===== config.mk =====
export PLATFORM = sky130hd
export DESIGN_NAME = control_unit
export DESIGN_NICKNAME = d
export VERILOG_FILES = /design/src/rtl/control_unit.sv
export SDC_FILE = /design/constraint.sdc
export NUM_CORES = 1
export LEC_CHECK = 0
export ABC_AREA = 0
export ABC_CLOCK_PERIOD_IN_PS = 3600
export CAP_MARGIN = 25
export CORE_MARGIN = 2
export CORE_UTILIZATION = 30
export CTS_CLUSTER_DIAMETER = 40
export DETAILED_ROUTE_END_ITERATION = 7
export GPL_TIMING_DRIVEN = 0
export PLACE_DENSITY = 0.66
export SLEW_MARGIN = 5
export SYNTH_ARGS = -nofsm -noshare
export SYNTH_HDL_FRONTEND = slang
export SYNTH_SLANG_ARGS = --single-unit
export TNS_END_PERCENT = 20

===== constraint.sdc =====
create_clock -name Clock -period 3.6 [get_ports Clock]
set_clock_uncertainty 0.15 [all_clocks]
set_input_delay 0.9 -clock Clock [delete_from_list [all_inputs] [get_ports Clock]]
set_output_delay 0.9 -clock Clock [all_outputs]
set_load 0.02 [all_outputs]

===== src/rtl/control_unit.sv =====
// Hardwired Mini SRC control sequencer: RESET, T0-T7 and HALT states,
// with every datapath strobe decoded from the state, IR[31:27] and BranchOut.
//
// Ports:
//   Clock      system clock (rising edge)
//   Clear      synchronous active-high reset
//   Stop       halt request, only honoured in T0
//   IR         instruction register contents; IR[31:27] is the opcode
//   BranchOut  CON flip-flop result, used in the branch T6 state
//   Run        high in T0-T7
//   remaining outputs are bus drivers, register enables, register-field
//   selects, memory/PC strobes and ALU op strobes for the datapath
module control_unit (
  input  logic        Clock,
  input  logic        Clear,
  input  logic        Stop,
  input  logic [31:0] IR,
  input  logic        BranchOut,
  output logic        Run,
  output logic        PCout, Zlowout, Zhighout, MDRout, LOout, HIout,
  output logic        Rout, BAout, Cout, RINout, OutPortOut,
  output logic        PCin, IRin, MARin, MDRin, Yin, Zin, LOin, HIin,
  output logic        Rin, RAin, CONin, OutPortIn,
  output logic        Gra, Grb, Grc,
  output logic        Read, Write, IncPC,
  output logic        ADD, SUB, MUL, DIV, SHR, SHRA, SHL, ROR, ROL,
  output logic        AND, OR, NEG, NOT
);

  typedef enum logic [3:0] {
    S_RESET = 4'd0,
    S_T0    = 4'd1,
    S_T1    = 4'd2,
    S_T2    = 4'd3,
    S_T3    = 4'd4,
    S_T4    = 4'd5,
    S_T5    = 4'd6,
    S_T6    = 4'd7,
    S_T7    = 4'd8,
    S_HALT  = 4'd9
  } state_t;

  localparam logic [4:0] OP_LD   = 5'b00000;
  localparam logic [4:0] OP_LDI  = 5'b00001;
  localparam logic [4:0] OP_ST   = 5'b00010;
  localparam logic [4:0] OP_ADD  = 5'b00011;
  localparam logic [4:0] OP_SUB  = 5'b00100;
  localparam logic [4:0] OP_AND  = 5'b00101;
  localparam logic [4:0] OP_OR   = 5'b00110;
  localparam logic [4:0] OP_ROR  = 5'b00111;
  localparam logic [4:0] OP_ROL  = 5'b01000;
  localparam logic [4:0] OP_SHR  = 5'b01001;
  localparam logic [4:0] OP_SHRA = 5'b01010;
  localparam logic [4:0] OP_SHL  = 5'b01011;
  localparam logic [4:0] OP_ADDI = 5'b01100;
  localparam logic [4:0] OP_ANDI = 5'b01101;
  localparam logic [4:0] OP_ORI  = 5'b01110;
  localparam logic [4:0] OP_DIV  = 5'b01111;
  localparam logic [4:0] OP_MUL  = 5'b10000;
  localparam logic [4:0] OP_NEG  = 5'b10001;
  localparam logic [4:0] OP_NOT  = 5'b10010;
  localparam logic [4:0] OP_BR   = 5'b10011;
  localparam logic [4:0] OP_JAL  = 5'b10100;
  localparam logic [4:0] OP_JR   = 5'b10101;
  localparam logic [4:0] OP_IN   = 5'b10110;
  localparam logic [4:0] OP_OUT  = 5'b10111;
  localparam logic [4:0] OP_MFLO = 5'b11000;
  localparam logic [4:0] OP_MFHI = 5'b11001;
  localparam logic [4:0] OP_HALT = 5'b11011;

  state_t     r_state;
  state_t     w_next;
  logic [4:0] w_op;
  logic [3:0] w_last;
  logic       w_alu_reg;
  logic       w_alu_imm;
  logic       w_muldiv;
  logic       w_unused_ir;

  assign w_op        = IR[31:27];
  assign w_unused_ir = ^IR[26:0];
  assign w_alu_reg   = (w_op >= OP_ADD) && (w_op <= OP_SHL);
  assign w_alu_imm   = (w_op >= OP_ADDI) && (w_op <= OP_ORI);
  assign w_muldiv    = (w_op == OP_MUL) || (w_op == OP_DIV);

  // Final state encoding of each instruction; nop and the unused
  // opcodes finish in T2.
  always_comb begin
    w_last = S_T2;
    if (w_op == OP_LD || w_op == OP_ST)
      w_last = S_T7;
    else if (w_muldiv || w_op == OP_BR)
      w_last = S_T6;
    else if (w_op == OP_LDI || w_alu_reg || w_alu_imm)
      w_last = S_T5;
    else if (w_op == OP_NEG || w_op == OP_NOT || w_op == OP_JAL)
      w_last = S_T4;
    else if (w_op >= OP_JR && w_op <= OP_MFHI)
      w_last = S_T3;
    else if (w_op == OP_HALT)
      w_last = S_T3;
  end

  always_ff @(posedge Clock) begin
    if (Clear)
      r_state <= S_RESET;
    else
      r_state <= w_next;
  end

  always_comb begin
    w_next = r_state;
    case (r_state)
      S_RESET: w_next = S_T0;
      S_T0:    w_next = Stop ? S_HALT : S_T1;
      S_T1:    w_next = S_T2;
      S_T2, S_T3, S_T4, S_T5, S_T6, S_T7: begin
        if (r_state == S_T3 && w_op == OP_HALT)
          w_next = S_HALT;
        else if (r_state >= w_last)
          w_next = S_T0;
        else
          w_next = state_t'(r_state + 4'd1);
      end
      S_HALT:  w_next = S_HALT;
      default: w_next = S_RESET;
    endcase
  end

  always_comb begin
    Run = (r_state != S_RESET) && (r_state != S_HALT);
    {PCout, Zlowout, Zhighout, MDRout, LOout, HIout} = '0;
    {Rout, BAout, Cout, RINout, OutPortOut} = '0;
    {PCin, IRin, MARin, MDRin, Yin, Zin, LOin, HIin} = '0;
    {Rin, RAin, CONin, OutPortIn} = '0;
    {Gra, Grb, Grc, Read, Write, IncPC} = '0;
    {ADD, SUB, MUL, DIV, SHR, SHRA, SHL, ROR, ROL} = '0;
    {AND, OR, NEG, NOT} = '0;
    // Strobes are held off while the datapath is being cleared.
    if (!Clear) begin
      case (r_state)
        S_T0: begin
          if (!Stop) begin
            PCout = 1'b1;
            MARin = 1'b1;
            IncPC = 1'b1;
            Zin   = 1'b1;
          end
        end
        S_T1: begin
          Zlowout = 1'b1;
          PCin    = 1'b1;
          Read    = 1'b1;
          MDRin   = 1'b1;
        end
        S_T2: begin
          MDRout = 1'b1;
          IRin   = 1'b1;
        end
        S_T3: begin
          unique case (1'b1)
            (w_op == OP_LD || w_op == OP_LDI || w_op == OP_ST): begin
              Grb = 1'b1; BAout = 1'b1; Yin = 1'b1;
            end
            (w_alu_reg || w_alu_imm): begin
              Grb = 1'b1; Rout = 1'b1; Yin = 1'b1;
            end
            w_muldiv: begin
              Gra = 1'b1; Rout = 1'b1; Yin = 1'b1;
            end
            (w_op == OP_NEG || w_op == OP_NOT): begin
              Grb = 1'b1; Rout = 1'b1; Zin = 1'b1;
              NEG = (w_op == OP_NEG);
              NOT = (w_op == OP_NOT);
            end
            (w_op == OP_BR): begin
              Gra = 1'b1; Rout = 1'b1; CONin = 1'b1;
            end
            (w_op == OP_JR): begin
              Gra = 1'b1; Rout = 1'b1; PCin = 1'b1;
            end
            (w_op == OP_JAL): begin
              PCout = 1'b1; RAin = 1'b1;
            end
            (w_op == OP_IN): begin
              RINout = 1'b1; Gra = 1'b1; Rin = 1'b1;
            end
            (w_op == OP_OUT): begin
              Gra = 1'b1; Rout = 1'b1; OutPortIn = 1'b1;
            end
            (w_op == OP_MFLO || w_op == OP_MFHI): begin
              LOout = (w_op == OP_MFLO);
              HIout = (w_op == OP_MFHI);
              Gra = 1'b1; Rin = 1'b1;
            end
            default: ;
          endcase
        end
        S_T4: begin
          unique case (1'b1)
            (w_op == OP_LD || w_op == OP_LDI || w_op == OP_ST): begin
              Cout = 1'b1; ADD = 1'b1; Zin = 1'b1;
            end
            (w_alu_reg || w_alu_imm): begin
              Grc  = w_alu_reg;
              Rout = w_alu_reg;
              Cout = w_alu_imm;
              Zin  = 1'b1;
              ADD  = (w_op == OP_ADD) || (w_op == OP_ADDI);
              SUB  = (w_op == OP_SUB);
              AND  = (w_op == OP_AND) || (w_op == OP_ANDI);
              OR   = (w_op == OP_OR) || (w_op == OP_ORI);
              ROR  = (w_op == OP_ROR);
              ROL  = (w_op == OP_ROL);
              SHR  = (w_op == OP_SHR);
              SHRA = (w_op == OP_SHRA);
              SHL  = (w_op == OP_SHL);
            end
            w_muldiv: begin
              Grb = 1'b1; Rout = 1'b1; Zin = 1'b1;
              MUL = (w_op == OP_MUL);
              DIV = (w_op == OP_DIV);
            end
            (w_op == OP_NEG || w_op == OP_NOT): begin
              Zlowout = 1'b1; Gra = 1'b1; Rin = 1'b1;
            end
            (w_op == OP_BR): begin
              PCout = 1'b1; Yin = 1'b1;
            end
            (w_op == OP_JAL): begin
              Gra = 1'b1; Rout = 1'b1; PCin = 1'b1;
            end
            default: ;
          endcase
        end
        S_T5: begin
          unique case (1'b1)
            (w_op == OP_LD || w_op == OP_ST): begin
              Zlowout = 1'b1; MARin = 1'b1;
            end
            (w_op == OP_LDI || w_alu_reg || w_alu_imm): begin
              Zlowout = 1'b1; Gra = 1'b1; Rin = 1'b1;
            end
            w_muldiv: begin
              Zlowout = 1'b1; LOin = 1'b1;
            end
            (w_op == OP_BR): begin
              Cout = 1'b1; ADD = 1'b1; Zin = 1'b1;
            end
            default: ;
          endcase
        end
        S_T6: begin
          unique case (1'b1)
            (w_op == OP_LD): begin
              Read = 1'b1; MDRin = 1'b1;
            end
            (w_op == OP_ST): begin
              Gra = 1'b1; Rout = 1'b1; MDRin = 1'b1;
            end
            w_muldiv: begin
              Zhighout = 1'b1; HIin = 1'b1;
            end
            (w_op == OP_BR): begin
              Zlowout = BranchOut;
              PCin    = BranchOut;
            end
            default: ;
          endcase
        end
        S_T7: begin
          if (w_op == OP_LD) begin
            MDRout = 1'b1; Gra = 1'b1; Rin = 1'b1;
          end else if (w_op == OP_ST) begin
            MDRout = 1'b1; Write = 1'b1;
          end
        end
        default: ;
      endcase
    end
  end

endmodule

==> flow_metrics.py, run 1 <==
metrics = {
    "sta": {
        "max_freq_mhz": 281,
        "worst_hold_slack_ps": 538,
        "setup_ws_ps": 41.7,
        "fin_tns_setup_ps": 0,
        "maxSlewViolCount": 0,
        "period_share_pct": 98.8,
        "timing.final.setup_violations": 0,
        "rsz0062_at_grt": "yes",
        "finalCriticalPeriod_ps": 3560,
        "hold_viol": 0,
    },
    "critical_path": {
        "critPathMaxFanout": 8,
        "regToRegStartpoint": "r_state[0]",
        "end_kind": "output pin",
        "crit_arrival_ps": 2510,
        "r2r_setup_slack_ps": 1480,
        "regToRegEndpoint": "r_state[1]",
        "cp.required_ps": 2550,
        "cp-startpoint": "IR[27]",
        "reg2regPathDepth": 7,
        "crit_type": "input pin to output pin",
        "setup.worst_path.end": "Zin",
        "startpoint_type": "input pin",
    },
    "clock_network": {
        "postCtsHoldBufs": 0,
        "clk_path_buf_depth": 2,
        "htree_num_levels": 1,
        "clkTransAtPathRegs_ps": 30,
        "cts.sinks": 4,
        "cts_tree": "yes",
        "clock_latency_ps": 220,
        "cts_root_buffer": "clkbuf_8",
        "cts_made_buffers": 3,
    },
    "die": {
        "ioPinCount": 79,
        "start_util_pct": 31.5,
        "die_height_um": 72.0,
        "die_w_um": 72.0,
        "die_area_um2": 5190,
        "fp.coreArea_um2": 4410,
        "num_rows": 24,
    },
    "place": {
        "dp_hpwl_um": 3790,
        "pre_cts_slack_ps": -859,
        "io_buffer_count": 47,
        "gp_congestion": 0.909,
        "place_area_um2": 1920,
    },
    "final_layout": {
        "layout_commonest_cell": "nor2_1",
        "final_cell_mix": "nor2_1 (25), nand2_1 (23), a21oi_1 (16), dlygate4sd2_1 (16)",
        "nets": 320,
        "drive_gt1_share_pct": 22.3,
        "n_antenna_cell": 0,
        "reg_top3": "r_state: 4 flops",
        "largest_register_ffs": 4,
        "final_util_pct": 46.0,
        "largest_register": "r_state",
        "fillers": 470,
        "synthToLayoutAreaGrowth_pct": 46.2,
        "design_area_um2": 2030,
    },
    "synth": {
        "synth.largest_area_cell": "ha_1",
        "async_flop_share_pct": 0,
        "ys.flop_type": "dfxtp_1",
        "ys_ff_latch": 4,
        "synth_area_leaders": "ha_1 (7.2%), nor2_1 (6.8%), nand2_1 (6.2%)",
        "synth_cells": 220,
        "ys_types": 55,
        "synth.net_count": 264,
        "avgSynthCellArea_um2": 6.31,
        "yosys_warnings": 0,
        "netlist_area_um2": 1390,
        "synth-edff-count": 0,
        "synth_top_area_share_pct": 7.21,
        "yosysSeqAreaShare_pct": 5.77,
    },
    "run_status": {
        "outcome": "complete, no violations",
    },
    "detailed_routing": {
        "first_iter_violations": 194,
        "viasPerCell": 5.75,
        "routed_wl_um": 5170,
        "drcViolationCount": 0,
        "firstDrtPassIters": 5,
        "drt-wirelength-per-cell_um": 15.8,
        "ant_nets": 0,
        "vias": 1876,
    },
    "grt": {
        "grt_max_degree": 11,
        "grt_pass1_wl_um": 8320,
        "grt_use_total_pct": 19.9,
        "overflow": 0,
        "grt_pass1_vias": 1732,
        "antenna_found_initial": 0,
    },
    "min_path": {
        "min_from": "r_state[2]",
        "min-delay-path-class": "flip-flop to flip-flop",
    },
    "pwr": {
        "p_sw_uw": 307,
        "leakagePower_uw": 0.000892,
        "pwr-share-clk_pct": 15.6,
        "p_sw_share_pct": 49.0,
        "vdd_ir_drop_max_mv": 0.238,
        "power.internal_uw": 319,
        "pwr_density_cell_nw_per_um2": 308,
        "seq_power_share_pct": 12.4,
        "comb_power_share_pct": 71.9,
    },
    "job": {
        "maxCapViolCount": 0,
    },
}
==> Yosys cell counts (all sizes together), types with 4 or more instances <==
| cell type | number |
|---|---|
| a31oi | 4 |
| o21ai | 11 |
| or2 | 5 |
| buf | 16 |
| nand2b | 9 |
| a21oi | 16 |
| nor4 | 6 |
| inv | 5 |
| nor3 | 14 |
| ha | 8 |
| o22ai | 6 |
| clkbuf | 7 |
| nand3 | 11 |
| nor2 | 27 |
| dfxtp | 4 |
| a211oi | 4 |
| nand2 | 23 |
==> final cells by class <==
| class | instances | area [µm²] | share of cell area [%] |
|---|---|---|---|
| Multi-Input combinational cell | 187 | 1210 | 59.8 |
| Timing Repair Buffer | 52 | 462 | 22.7 |
| Buffer | 22 | 145 | 7.15 |
| Sequential cell | 4 | 80.1 | 3.94 |
| Tap cell | 52 | 65.1 | 3.20 |
| Clock buffer | 3 | 41.3 | 2.03 |
| Inverter | 6 | 22.5 | 1.11 |
==> timing repair <==
action / 4_1_cts / 5_1_grt
gates resized for setup: 69 / 30
pin swaps: 2 / 2
setup endpoints to repair: 42 / 29
buffers inserted: 4 / 1
==> metal layers <==
layer,global-route usage [%],wire (µm)
met1,25.9,2080
met4,10.5,195
met5,0,0
met2,31.8,2400
met3,2.64,496
==> worst min-delay path by stage <==
stage | cells after the start | to
after CTS | 3 | r_state[3]
after global placement | 3 | r_state[3]
after global routing | 3 | r_state[3]
after floorplan | 3 | r_state[3]
final | 3 | r_state[3]
after detailed placement | 3 | r_state[3]
==> cell families (layout without fill, tap and decap cells) <==
logic type                 count (synthesis)  count (layout)  share of synthesized area [%]
AOI/OAI and AO/OA                         59              59                           30.1
DFF                                        4               4                           5.77
and+or+nand+nor                          116             116                           44.1
xor gates and xnor gates                   2               2                           1.26
muxes                                      1               1                          0.721
adders and majority gates                  8               8                           7.21
buffers and inverters                     29              83                           10.6
other                                      1               1                          0.270
==> power by group through the flow <==
| stage | Clock, µW | Sequential, µW | Combinational [µW] |
|---|---|---|---|
| after floorplan | 0 | 71.3 | 314 |
| after global placement | 0 | 76.2 | 420 |
| after detailed placement | 0 | 77.0 | 423 |
| after CTS | 100 | 77.1 | 430 |
| after global routing | 102 | 80.9 | 501 |
| final | 97.8 | 77.8 | 450 |
==> stage by stage <==
| stage | std cells | power, µW |
|---|---|---|
| after floorplan | 220 | 385 |
| after global placement | 319 | 497 |
| after detailed placement | 319 | 500 |
| after CTS | 326 | 607 |
| after global routing | 326 | 685 |
| final | 326 | 626 |
==> worst max-delay path, cell delays in order <==
cell	delay [ps]
buf_4	150
nor2_2	330
nand3_1	180
o21a_2	190
o22a_1	230
a2111oi_4	320
buf_4	200
(Power assumes the default switching activity.)
==> run 2, diff against run 1 <==
- CORE_UTILIZATION: 30 -> 39
- PLACE_DENSITY: 0.66 -> 0.82
==> run 2 against run 1 <==
Against the previous run:
- critical path depth up 1
- count of clock-buffer cells in the layout did not move
- global-route usage rose by 4.7 points
- clock power decreased by 44%
- register-to-register slack lost 50 ps
- final cell count fell by 2.1%
- maximum frequency down 0.91%
- via count grew 1.5%
- non-clock buffer count shrank 1
- largest cell class unchanged
==> flow_metrics.py, run 2 (synthesized netlist as in run 1, its figures left out) <==
metrics = {
    "min_path": {
        "min_from": "r_state[0]",
        "hold_end": "r_state[3]",
        "min_delay_path_depth": 4,
        "min-delay-path-class": "flip-flop to flip-flop",
    },
    "die": {
        "num_rows": 21,
        "start_util_pct": 41.0,
        "die_w_um": 63.7,
        "die_height_um": 63.7,
        "fp.coreArea_um2": 3390,
        "die_area_um2": 4050,
        "ioPinCount": 79,
    },
    "grt": {
        "grt_max_degree": 11,
        "met3_usage_pct": 1.79,
        "grt_use_total_pct": 24.6,
        "top_usage_layer": "met2",
        "overflow": 0,
        "grt_pass1_wl_um": 8020,
        "antenna_found_initial": 0,
        "use_met1_pct": 31.2,
        "grtUsageMet2_pct": 43.0,
        "grt_pass1_vias": 1691,
    },
    "final_layout": {
        "synthToLayoutAreaGrowth_pct": 44.0,
        "reg_top3": "r_state: 4 flops",
        "drive_gt1_share_pct": 21.2,
        "final_util_pct": 59.0,
        "layout_commonest_cell": "nor2_1",
        "largest_register": "r_state",
        "n_antenna_cell": 0,
        "nets": 319,
        "fillers": 356,
        "multi_input_area_um2": 1220,
        "largest_register_ffs": 4,
        "regArea_um2": 80.1,
        "final_cell_mix": "nor2_1 (25), nand2_1 (23), dlygate4sd2_1 (18)",
        "final_cells": 319,
    },
    "detailed_routing": {
        "drcViolationCount": 0,
        "viasPerCell": 5.97,
        "vias": 1904,
        "firstDrtPassIters": 6,
        "routed_wl_um": 5010,
        "first_iter_violations": 159,
        "ant_nets": 0,
        "drt-wirelength-per-cell_um": 15.7,
    },
    "pwr": {
        "vdd_ir_drop_max_mv": 0.300,
        "leakagePower_uw": 0.000878,
        "power.total_uw": 578,
        "pwr_density_cell_nw_per_um2": 289,
    },
    "critical_path": {
        "regToRegStartpoint": "r_state[0]",
        "crit_type": "input pin to output pin",
        "end_kind": "output pin",
        "crit_arrival_ps": 2540,
        "regToRegEndpoint": "r_state[1]",
        "cp.required_ps": 2550,
        "r2r_setup_slack_ps": 1430,
        "startpoint_type": "input pin",
        "critPathMaxFanout": 8,
        "reg2regPathDepth": 7,
    },
    "clock_network": {
        "clock_latency_ps": 240,
        "cts_root_buffer": "clkbuf_4",
        "cts_made_buffers": 3,
        "clkTransAtPathRegs_ps": 40,
        "clk_path_buf_depth": 2,
        "htree_num_levels": 1,
        "cts_tree": "yes",
        "cts.sinks": 4,
    },
    "place": {
        "gp_congestion": 0.962,
        "dp_hpwl_um": 3550,
        "placedCellCount": 313,
        "io_buffer_count": 47,
    },
    "sta": {
        "max_freq_mhz": 278,
        "timing.final.setup_violations": 0,
        "maxSlewViolCount": 0,
        "period_share_pct": 99.7,
        "rsz0062_at_grt": "yes",
        "finalCriticalPeriod_ps": 3590,
        "hold_viol": 0,
    },
    "job": {
        "maxCapViolCount": 0,
    },
    "run_status": {
        "outcome": "complete, no violations",
    },
}
run 2: what timing repair did:
| item | in CTS | in global routing |
|---|---|---|
| setup endpoints to repair | 42 | 25 |
| pin swaps | 3 | 2 |
| resized for setup | 67 | 28 |
| setup buffers | 4 | 0 |
| hold buffers | 0 | 0 |
run 2: report_power, final:
group          leakage [µW]  switching, µW  internal [µW]  total (µW)
Clock             0.0000138           18.0           37.3        55.2
Sequential        0.0000328           20.1           57.7        77.8
Combinational      0.000831            258            187         445
run 2: critical path: stages:
cell and delay (ps):
buf_4 150, nor2_2 320, nand3_1 200, o21a_1 180, buf_4 140, a21oi_1 190, o311a_1 190, clkdlybuf4s15_2 260
run 2: metal layers:
| metal | wire (µm) | up-vias |
|---|---|---|
| li1 | - | 906 |
| met4 | 84 | 0 |
| met3 | 408 | 14 |
| met5 | 0 | - |
| met2 | 2510 | 112 |
| met1 | 2010 | 872 |
run 2: how the worst max path moves through the flow:
stage	startpoint	end	slack, ps	cells after the start
finish	IR[27]	Zlowout	9	8
global route	IR[30]	Rin	-50	7
CTS	IR[31]	SHRA	5	5
detailed placement	IR[30]	Zin	-840	7
global placement	IR[30]	Zin	-820	7
floorplan	IR[27]	Zhighout	240	6
run 2: layout make-up:
cell class / count / share of cell area, %
Timing Repair Buffer: 51 / 22.7
Inverter: 6 / 1.13
Sequential cell: 4 / 4.01
Multi-Input combinational cell: 187 / 61.0
Buffer: 22 / 7.20
Clock buffer: 3 / 1.13
Tap cell: 46 / 2.88
run 2: stage by stage:
step	setup WS (ps)	hold slack (ps)	cell area [µm²]	setup TNS [ps]
after global placement	-817	537	1920	-20570
after detailed placement	-842	553	1920	-21930
after global routing	-53.4	622	2000	-109
final	9.10	565	2000	0
after CTS	5.09	566	2000	0
after floorplan	243	443	1390	0
